## src/rtl/rca_pkg.sv

```systemverilog
// Shared defaults and result/counter types for the ripple-carry-adder result collector.
package rca_pkg;

  localparam int NBITS_DEF = 8;
  localparam int RES_W     = NBITS_DEF + 1;
  localparam int CNT_W_DEF = 16;

  typedef struct packed {
    logic                 cout;
    logic [NBITS_DEF-1:0] sum;
  } rca_result_t;

  typedef logic [CNT_W_DEF-1:0] cnt_t;

endpackage

```

## src/rtl/rca_sync_fifo.sv

```systemverilog
// Synchronous FIFO with count; caller must not push when full nor pop when empty.
module rca_sync_fifo #(
  parameter int WIDTH = 9,
  parameter int DEPTH = 4
) (
  input  logic                       clk,
  input  logic                       rst_n,
  input  logic                       push,
  input  logic [WIDTH-1:0]           din,
  input  logic                       pop,
  output logic [WIDTH-1:0]           dout,
  output logic                       full,
  output logic                       empty,
  output logic [$clog2(DEPTH+1)-1:0] count
);

  localparam int PTR_W = (DEPTH > 1) ? $clog2(DEPTH) : 1;
  localparam int CNT_W = $clog2(DEPTH + 1);
  localparam logic [PTR_W-1:0] LAST = PTR_W'(DEPTH - 1);

  logic [WIDTH-1:0] mem_q [DEPTH];
  logic [PTR_W-1:0] wr_ptr_q, wr_ptr_d;
  logic [PTR_W-1:0] rd_ptr_q, rd_ptr_d;
  logic [CNT_W-1:0] count_q, count_d;

  always_comb begin
    wr_ptr_d = wr_ptr_q;
    rd_ptr_d = rd_ptr_q;
    count_d  = count_q;
    if (push) wr_ptr_d = (wr_ptr_q == LAST) ? '0 : wr_ptr_q + 1'b1;
    if (pop)  rd_ptr_d = (rd_ptr_q == LAST) ? '0 : rd_ptr_q + 1'b1;
    case ({push, pop})
      2'b10:   count_d = count_q + 1'b1;
      2'b01:   count_d = count_q - 1'b1;
      default: count_d = count_q;
    endcase
  end

  always_ff @(posedge clk or negedge rst_n) begin
    if (!rst_n) begin
      wr_ptr_q <= '0;
      rd_ptr_q <= '0;
      count_q  <= '0;
    end else begin
      wr_ptr_q <= wr_ptr_d;
      rd_ptr_q <= rd_ptr_d;
      count_q  <= count_d;
    end
  end

  // Storage carries data only, so it is left out of reset.
  always_ff @(posedge clk) begin
    if (push) mem_q[wr_ptr_q] <= din;
  end

  assign dout  = mem_q[rd_ptr_q];
  assign full  = (count_q == CNT_W'(DEPTH));
  assign empty = (count_q == '0);
  assign count = count_q;

endmodule

```

## src/rtl/rca_result_collector.sv

```systemverilog
// Collects {cout,sum} from the pipelined ripple-carry adder using a latency-matched valid delay line.
// Optional operand self-check is enabled by defining RCA_SELFCHECK_EN.
module rca_result_collector
  import rca_pkg::*;
#(
  parameter int NBITS      = NBITS_DEF,
  parameter int ADDER_LAT  = 3,
  parameter int FIFO_DEPTH = 4,
  parameter int CNT_W      = CNT_W_DEF
) (
  input  logic             clk,
  input  logic             rst_n,
  input  logic             in_valid,
  output logic             in_ready,
  input  logic [NBITS-1:0] in_a,
  input  logic [NBITS-1:0] in_b,
  input  logic             in_cin,
  input  logic [NBITS-1:0] add_sum,
  input  logic             add_cout,
  output logic             out_valid,
  input  logic             out_ready,
  output logic [NBITS:0]   out_data,
  output logic [CNT_W-1:0] result_cnt,
  output logic [CNT_W-1:0] carry_cnt,
  output logic             chk_err
);

  localparam int RW   = NBITS + 1;
  localparam int FC_W = $clog2(FIFO_DEPTH + 1);
  localparam int IF_W = $clog2(ADDER_LAT + 1);
  localparam int CR_W = $clog2(FIFO_DEPTH + ADDER_LAT + 1);

  function automatic logic [CNT_W-1:0] sat_inc(input logic [CNT_W-1:0] v);
    return (&v) ? v : v + 1'b1;
  endfunction

  logic [ADDER_LAT-1:0] vld_q, vld_d;
  logic [IF_W-1:0]      inflight_q, inflight_d;
  logic [CNT_W-1:0]     result_cnt_q, result_cnt_d;
  logic [CNT_W-1:0]     carry_cnt_q, carry_cnt_d;
  logic                 accept, capture, pop;
  logic                 fifo_full, fifo_empty;
  logic [FC_W-1:0]      fifo_count;
  logic [RW-1:0]        cap_data, head;

  // Credit covers both queued and still-in-adder results, so a capture always finds room.
  assign in_ready  = (CR_W'(fifo_count) + CR_W'(inflight_q)) < CR_W'(FIFO_DEPTH);
  assign accept    = in_valid & in_ready;
  assign capture   = vld_q[ADDER_LAT-1];
  assign cap_data  = {add_cout, add_sum};
  assign out_valid = ~fifo_empty;
  assign pop       = out_valid & out_ready;
  assign out_data  = fifo_empty ? '0 : head;

  always_comb begin
    vld_d        = vld_q << 1;
    vld_d[0]     = accept;
    inflight_d   = inflight_q;
    result_cnt_d = result_cnt_q;
    carry_cnt_d  = carry_cnt_q;
    if (accept && !capture)      inflight_d = inflight_q + 1'b1;
    else if (!accept && capture) inflight_d = inflight_q - 1'b1;
    if (capture) begin
      result_cnt_d = sat_inc(result_cnt_q);
      if (add_cout) carry_cnt_d = sat_inc(carry_cnt_q);
    end
  end

  always_ff @(posedge clk or negedge rst_n) begin
    if (!rst_n) begin
      vld_q        <= '0;
      inflight_q   <= '0;
      result_cnt_q <= '0;
      carry_cnt_q  <= '0;
    end else begin
      vld_q        <= vld_d;
      inflight_q   <= inflight_d;
      result_cnt_q <= result_cnt_d;
      carry_cnt_q  <= carry_cnt_d;
    end
  end

  assign result_cnt = result_cnt_q;
  assign carry_cnt  = carry_cnt_q;

  rca_sync_fifo #(
    .WIDTH(RW),
    .DEPTH(FIFO_DEPTH)
  ) u_fifo (
    .clk  (clk),
    .rst_n(rst_n),
    .push (capture & ~fifo_full),
    .din  (cap_data),
    .pop  (pop),
    .dout (head),
    .full (fifo_full),
    .empty(fifo_empty),
    .count(fifo_count)
  );

`ifdef RCA_SELFCHECK_EN
  logic [NBITS-1:0]     a_q [ADDER_LAT];
  logic [NBITS-1:0]     a_d [ADDER_LAT];
  logic [NBITS-1:0]     b_q [ADDER_LAT];
  logic [NBITS-1:0]     b_d [ADDER_LAT];
  logic [ADDER_LAT-1:0] cin_q, cin_d;
  logic [RW-1:0]        exp_res;
  logic                 chk_err_q, chk_err_d;

  always_comb begin
    a_d[0]   = in_a;
    b_d[0]   = in_b;
    cin_d    = cin_q << 1;
    cin_d[0] = in_cin;
    for (int i = 1; i < ADDER_LAT; i++) begin
      a_d[i] = a_q[i-1];
      b_d[i] = b_q[i-1];
    end
    exp_res   = RW'(a_q[ADDER_LAT-1]) + RW'(b_q[ADDER_LAT-1]) + RW'(cin_q[ADDER_LAT-1]);
    chk_err_d = chk_err_q | (capture & (cap_data != exp_res));
  end

  // Operand copies travel alongside the valid bit and need no reset.
  always_ff @(posedge clk) begin
    a_q   <= a_d;
    b_q   <= b_d;
    cin_q <= cin_d;
  end

  always_ff @(posedge clk or negedge rst_n) begin
    if (!rst_n) chk_err_q <= 1'b0;
    else        chk_err_q <= chk_err_d;
  end

  assign chk_err = chk_err_q;
`else
  logic unused_ops;
  assign unused_ops = ^{in_a, in_b, in_cin};
  assign chk_err    = 1'b0;
`endif

endmodule
```

## config.mk

```make
export PLATFORM = sky130hd
export DESIGN_NAME = rca_result_collector
export DESIGN_NICKNAME = d
export VERILOG_FILES = /design/src/rtl/rca_pkg.sv /design/src/rtl/rca_sync_fifo.sv /design/src/rtl/rca_result_collector.sv
export SDC_FILE = /design/constraint.sdc
export NUM_CORES = 1
export LEC_CHECK = 0
export CORE_ASPECT_RATIO = 1.2
export CORE_MARGIN = 10
export CORE_UTILIZATION = 55
export CTS_BUF_LIST = sky130_fd_sc_hd__clkbuf_4
export DETAILED_ROUTE_END_ITERATION = 10
export PLACE_DENSITY_LB_ADDON = 0.12
export SETUP_SLACK_MARGIN = 0.4
export SYNTH_ARGS = -nofsm -noshare
export SYNTH_HDL_FRONTEND = slang
export SYNTH_SLANG_ARGS = --single-unit
```

## constraint.sdc

```tcl
create_clock -name clk -period 3.9 [get_ports clk]
set_input_delay 0.39 -clock clk [delete_from_list [all_inputs] [get_ports clk]]
set_output_delay 0.39 -clock clk [all_outputs]
set_load 0.03 [all_outputs]
```

==> results.sh <==
export IMPL_status="finished, final reports clean"
export IMPL_synth_distinct_cells=49
export IMPL_power_leakage_nw=1.78
export IMPL_hp_class="primary input to asynchronous set/reset pin"
export IMPL_power_density_mw_per_mm2=683
export IMPL_path_cells="mux4_2 > and2_1 > clkdlybuf4s50_1"
export IMPL_grt_overflow=0
export IMPL_worst_path_max_delay_cell="dfrtp_1"
export IMPL_synthFlopType="dfrtp_1"
export IMPL_viasPerCell=5.38
export IMPL_cts_root_buf="clkbuf_4"
export IMPL_timing_final_max_slew_violations=0
export IMPL_r2r_end="u_fifo.count[2]"
export IMPL_rows=32
export IMPL_routabilityCongestion=0.795
export IMPL_timing_critical_path_buf_inv=1
export IMPL_r2r_slack_ps=1740
export IMPL_power_w=0.00300
export IMPL_synth_area_mm2=0.00360
export IMPL_hpwl_um=4720
export IMPL_path_max_fanout=12
export IMPL_ir_worst_vdd_uv=423
export IMPL_timing_rr_start="u_fifo.count[0]"
export IMPL_grt_first_pass_wirelength_um=11300
export IMPL_cp_end_kind="primary output"
export IMPL_dpl_cell_count=397
export IMPL_syn_inst=263
export IMPL_vias=2221
export IMPL_drive_gt1_frac=0.122
export IMPL_cts_buffers=9
export IMPL_share_comb_of_total_power=0.398
export IMPL_grt_pass1_vias=2331
export IMPL_hold_slack_ps=103
export IMPL_cts_tree="done"
export IMPL_worst_slack_ps=958
export IMPL_internal_power_w=0.00188
export IMPL_cp_depth=3
export IMPL_cts_buffer_depth=2
export IMPL_num_fill_cells=494
export IMPL_start_kind="register"
export IMPL_crit_type="register to primary output"
export IMPL_ys_warn_count=0
export IMPL_routed_wl_um=6830
export IMPL_rsz0062_at_grt="no"
export IMPL_setup_violations_final=0
export IMPL_area_growth_syn_to_layout_pct=22.1
export IMPL_htree_levels=3
export IMPL_post_place_ws_ps=1370
export IMPL_dieArea_mm2=0.0102
export IMPL_initial_utilization=0.562
export IMPL_grt_usage=0.141
export IMPL_tightest_slew_ps=969
export IMPL_synth_edff_count=36
export IMPL_ys_ff_latch=80
export IMPL_clkPwrFrac=0.186
export IMPL_grt_max_degree=45
export IMPL_crit_family="flip-flops"
export IMPL_pin_count=74
export IMPL_power_switching_share=0.373
export IMPL_clkSinkCount=80
export IMPL_ctsResizeCount=0
export IMPL_r2r_worst_path_cells=9
export IMPL_ys_seq_area_frac=0.606
export IMPL_max_cap_viol_count=0
export IMPL_drc_errors=0
export IMPL_fmax_ghz=0.340
export IMPL_sequentialPowerShare=0.416
export IMPL_port_buffers=55
export IMPL_die_h_um=109
export IMPL_coreArea_mm2=0.00641
export IMPL_period_needed_ps=2940
export IMPL_path_clk_slew_ps=140
export IMPL_synth_nets=304
export IMPL_antenna_found_initial=0
export IMPL_hold_buffers=0
export IMPL_routedWlPerCell_um=16.5
export IMPL_crit_arrival_ps=2550
export IMPL_antenna_cells=0
export IMPL_cp_endpoint="out_data[4]"
export IMPL_drt_iter0_drc=73
export IMPL_final_antenna_net_count=0
export IMPL_dr_pass1_iters=4
export IMPL_async_reset_ff_frac=0.550
export IMPL_die_w_um=93.9
export IMPL_stdcell_count=413
export IMPL_cp_startpoint="u_fifo.rd_ptr_q[0]"
export IMPL_insertion_delay_ps=420
export IMPL_max_stage_delay_ps=790
export IMPL_finalHoldViolations=0
export IMPL_p_switching_w=0.00112
export IMPL_finClkSkew_ps=18.4
export IMPL_max_slew_margin=0.354
export IMPL_required_ps=3510
export IMPL_final_net_count=364
export IMPL_setup_tns_ps=0
export IMPL_fin_crit_sh=0.754
export IMPL_syn_area_per_cell_um2=13.7
export IMPL_cts_setup_buffers=0
[cell usage in the layout, fill, tap and decap left out, types with 2 or more instances in the layout]
cell / instances
nand4_1: 6
nand3_1: 6
xnor2_1: 10
ha_1: 10
a211oi_1: 2
and4_1: 3
and2_1: 14
xor2_1: 19
clkinv_4: 4
nor3b_1: 2
dfrtp_1: 44
edfxtp_1: 36
a31oi_1: 3
bufinv_16: 2
nor3_1: 10
clkdlybuf4s50_1: 54
mux2_2: 2
clkbuf_4: 9
nor2_1: 10
inv_1: 11
nand2_1: 17
or3_4: 2
a21o_1: 2
a21oi_1: 7
mux4_2: 9
o21ai_0: 6
nor4_1: 3
[logic make-up (layout without fill, tap and decap cells)]
kind of cell | Yosys count | count (layout) | synth area share
AND/OR/NAND/NOR | 89 | 89 | 0.154
flip-flops | 80 | 80 | 0.606
XOR/XNOR | 29 | 29 | 0.0706
AO/OA/AOI/OAI | 22 | 22 | 0.0361
buffers and inverters | 17 | 82 | 0.0195
multiplexers | 14 | 14 | 0.0726
adder cells (fa/ha/maj) | 11 | 11 | 0.0403
other | 1 | 1 | 0.00104
[cells in the mapped netlist (2+ instances only)]
| library cell | n | area share |
|---|---|---|
| a211oi_1 | 2 | 0.0042 |
| a21o_1 | 2 | 0.0042 |
| a21oi_1 | 7 | 0.0097 |
| a31oi_1 | 3 | 0.0052 |
| and2_1 | 14 | 0.024 |
| and4_1 | 3 | 0.0073 |
| buf_2 | 2 | 0.0028 |
| clkbuf_1 | 3 | 0.0031 |
| dfrtp_1 | 44 | 0.31 |
| edfxtp_1 | 36 | 0.30 |
| ha_1 | 10 | 0.035 |
| inv_1 | 11 | 0.011 |
| mux2_2 | 2 | 0.0063 |
| mux4_2 | 9 | 0.056 |
| nand2_1 | 17 | 0.018 |
| nand3_1 | 6 | 0.0083 |
| nand4_1 | 6 | 0.010 |
| nor2_1 | 10 | 0.010 |
| nor3_1 | 10 | 0.014 |
| nor3b_1 | 2 | 0.0042 |
| nor4_1 | 3 | 0.0052 |
| o21ai_0 | 6 | 0.0083 |
| or3_4 | 2 | 0.0063 |
| xnor2_1 | 10 | 0.024 |
| xor2_1 | 19 | 0.046 |
[through the flow]
stage	instance area [µm²]	utilization
after floorplan	3600	-
after global placement	4220	0.659
after detailed placement	4220	0.659
after CTS	4390	0.686
after global routing	4390	0.686
final	4390	0.686
[worst min path at each step]
stage,start,end,cells past startpoint
after floorplan,rst_n,carry_cnt[0],0
after global placement,vld_q[1],vld_q[2],0
after detailed placement,vld_q[0],vld_q[1],0
after CTS,rst_n,carry_cnt[6],1
after global routing,rst_n,carry_cnt[15],1
final,rst_n,carry_cnt[6],1
[power by group through the flow]
| stage | clock network, W | registers, W | logic, W |
|---|---|---|---|
| floorplan | 0 | 0.00129 | 0.000732 |
| global placement | 0 | 0.00126 | 0.00118 |
| detailed placement | 0 | 0.00127 | 0.00121 |
| CTS | 0.000573 | 0.00126 | 0.00122 |
| global route | 0.000603 | 0.00128 | 0.00130 |
| finish | 0.000559 | 0.00125 | 0.00119 |
[area by class of cell]
cell class	instances	area [µm²]	share of cell area
Inverter	11	41.3	0.00940
Sequential cell	80	2180	0.497
Timing Repair Buffer	55	546	0.124
Tap cell	85	106	0.0242
Clock buffer	9	67.6	0.0154
Clock inverter	7	104	0.0236
Multi-Input combinational cell	166	1350	0.307
[registers in the layout (all words and copies together), names as in the netlist]
register,count
carry_cnt,16
inflight_q,2
result_cnt,16
u_fifo.count,3
u_fifo.mem_q,36
u_fifo.rd_ptr_q,2
u_fifo.wr_ptr_q,2
vld_q,3
[metal layers]
metal,up-vias,global-route usage,share of wire,wire (µm)
met5,-,0,0,0
met4,0,0.0587,0.013,92
met3,8,0.0433,0.065,447
met2,48,0.229,0.51,3470
met1,1088,0.170,0.41,2820
li1,1077,-,-,-
(Power assumes the default switching activity.)
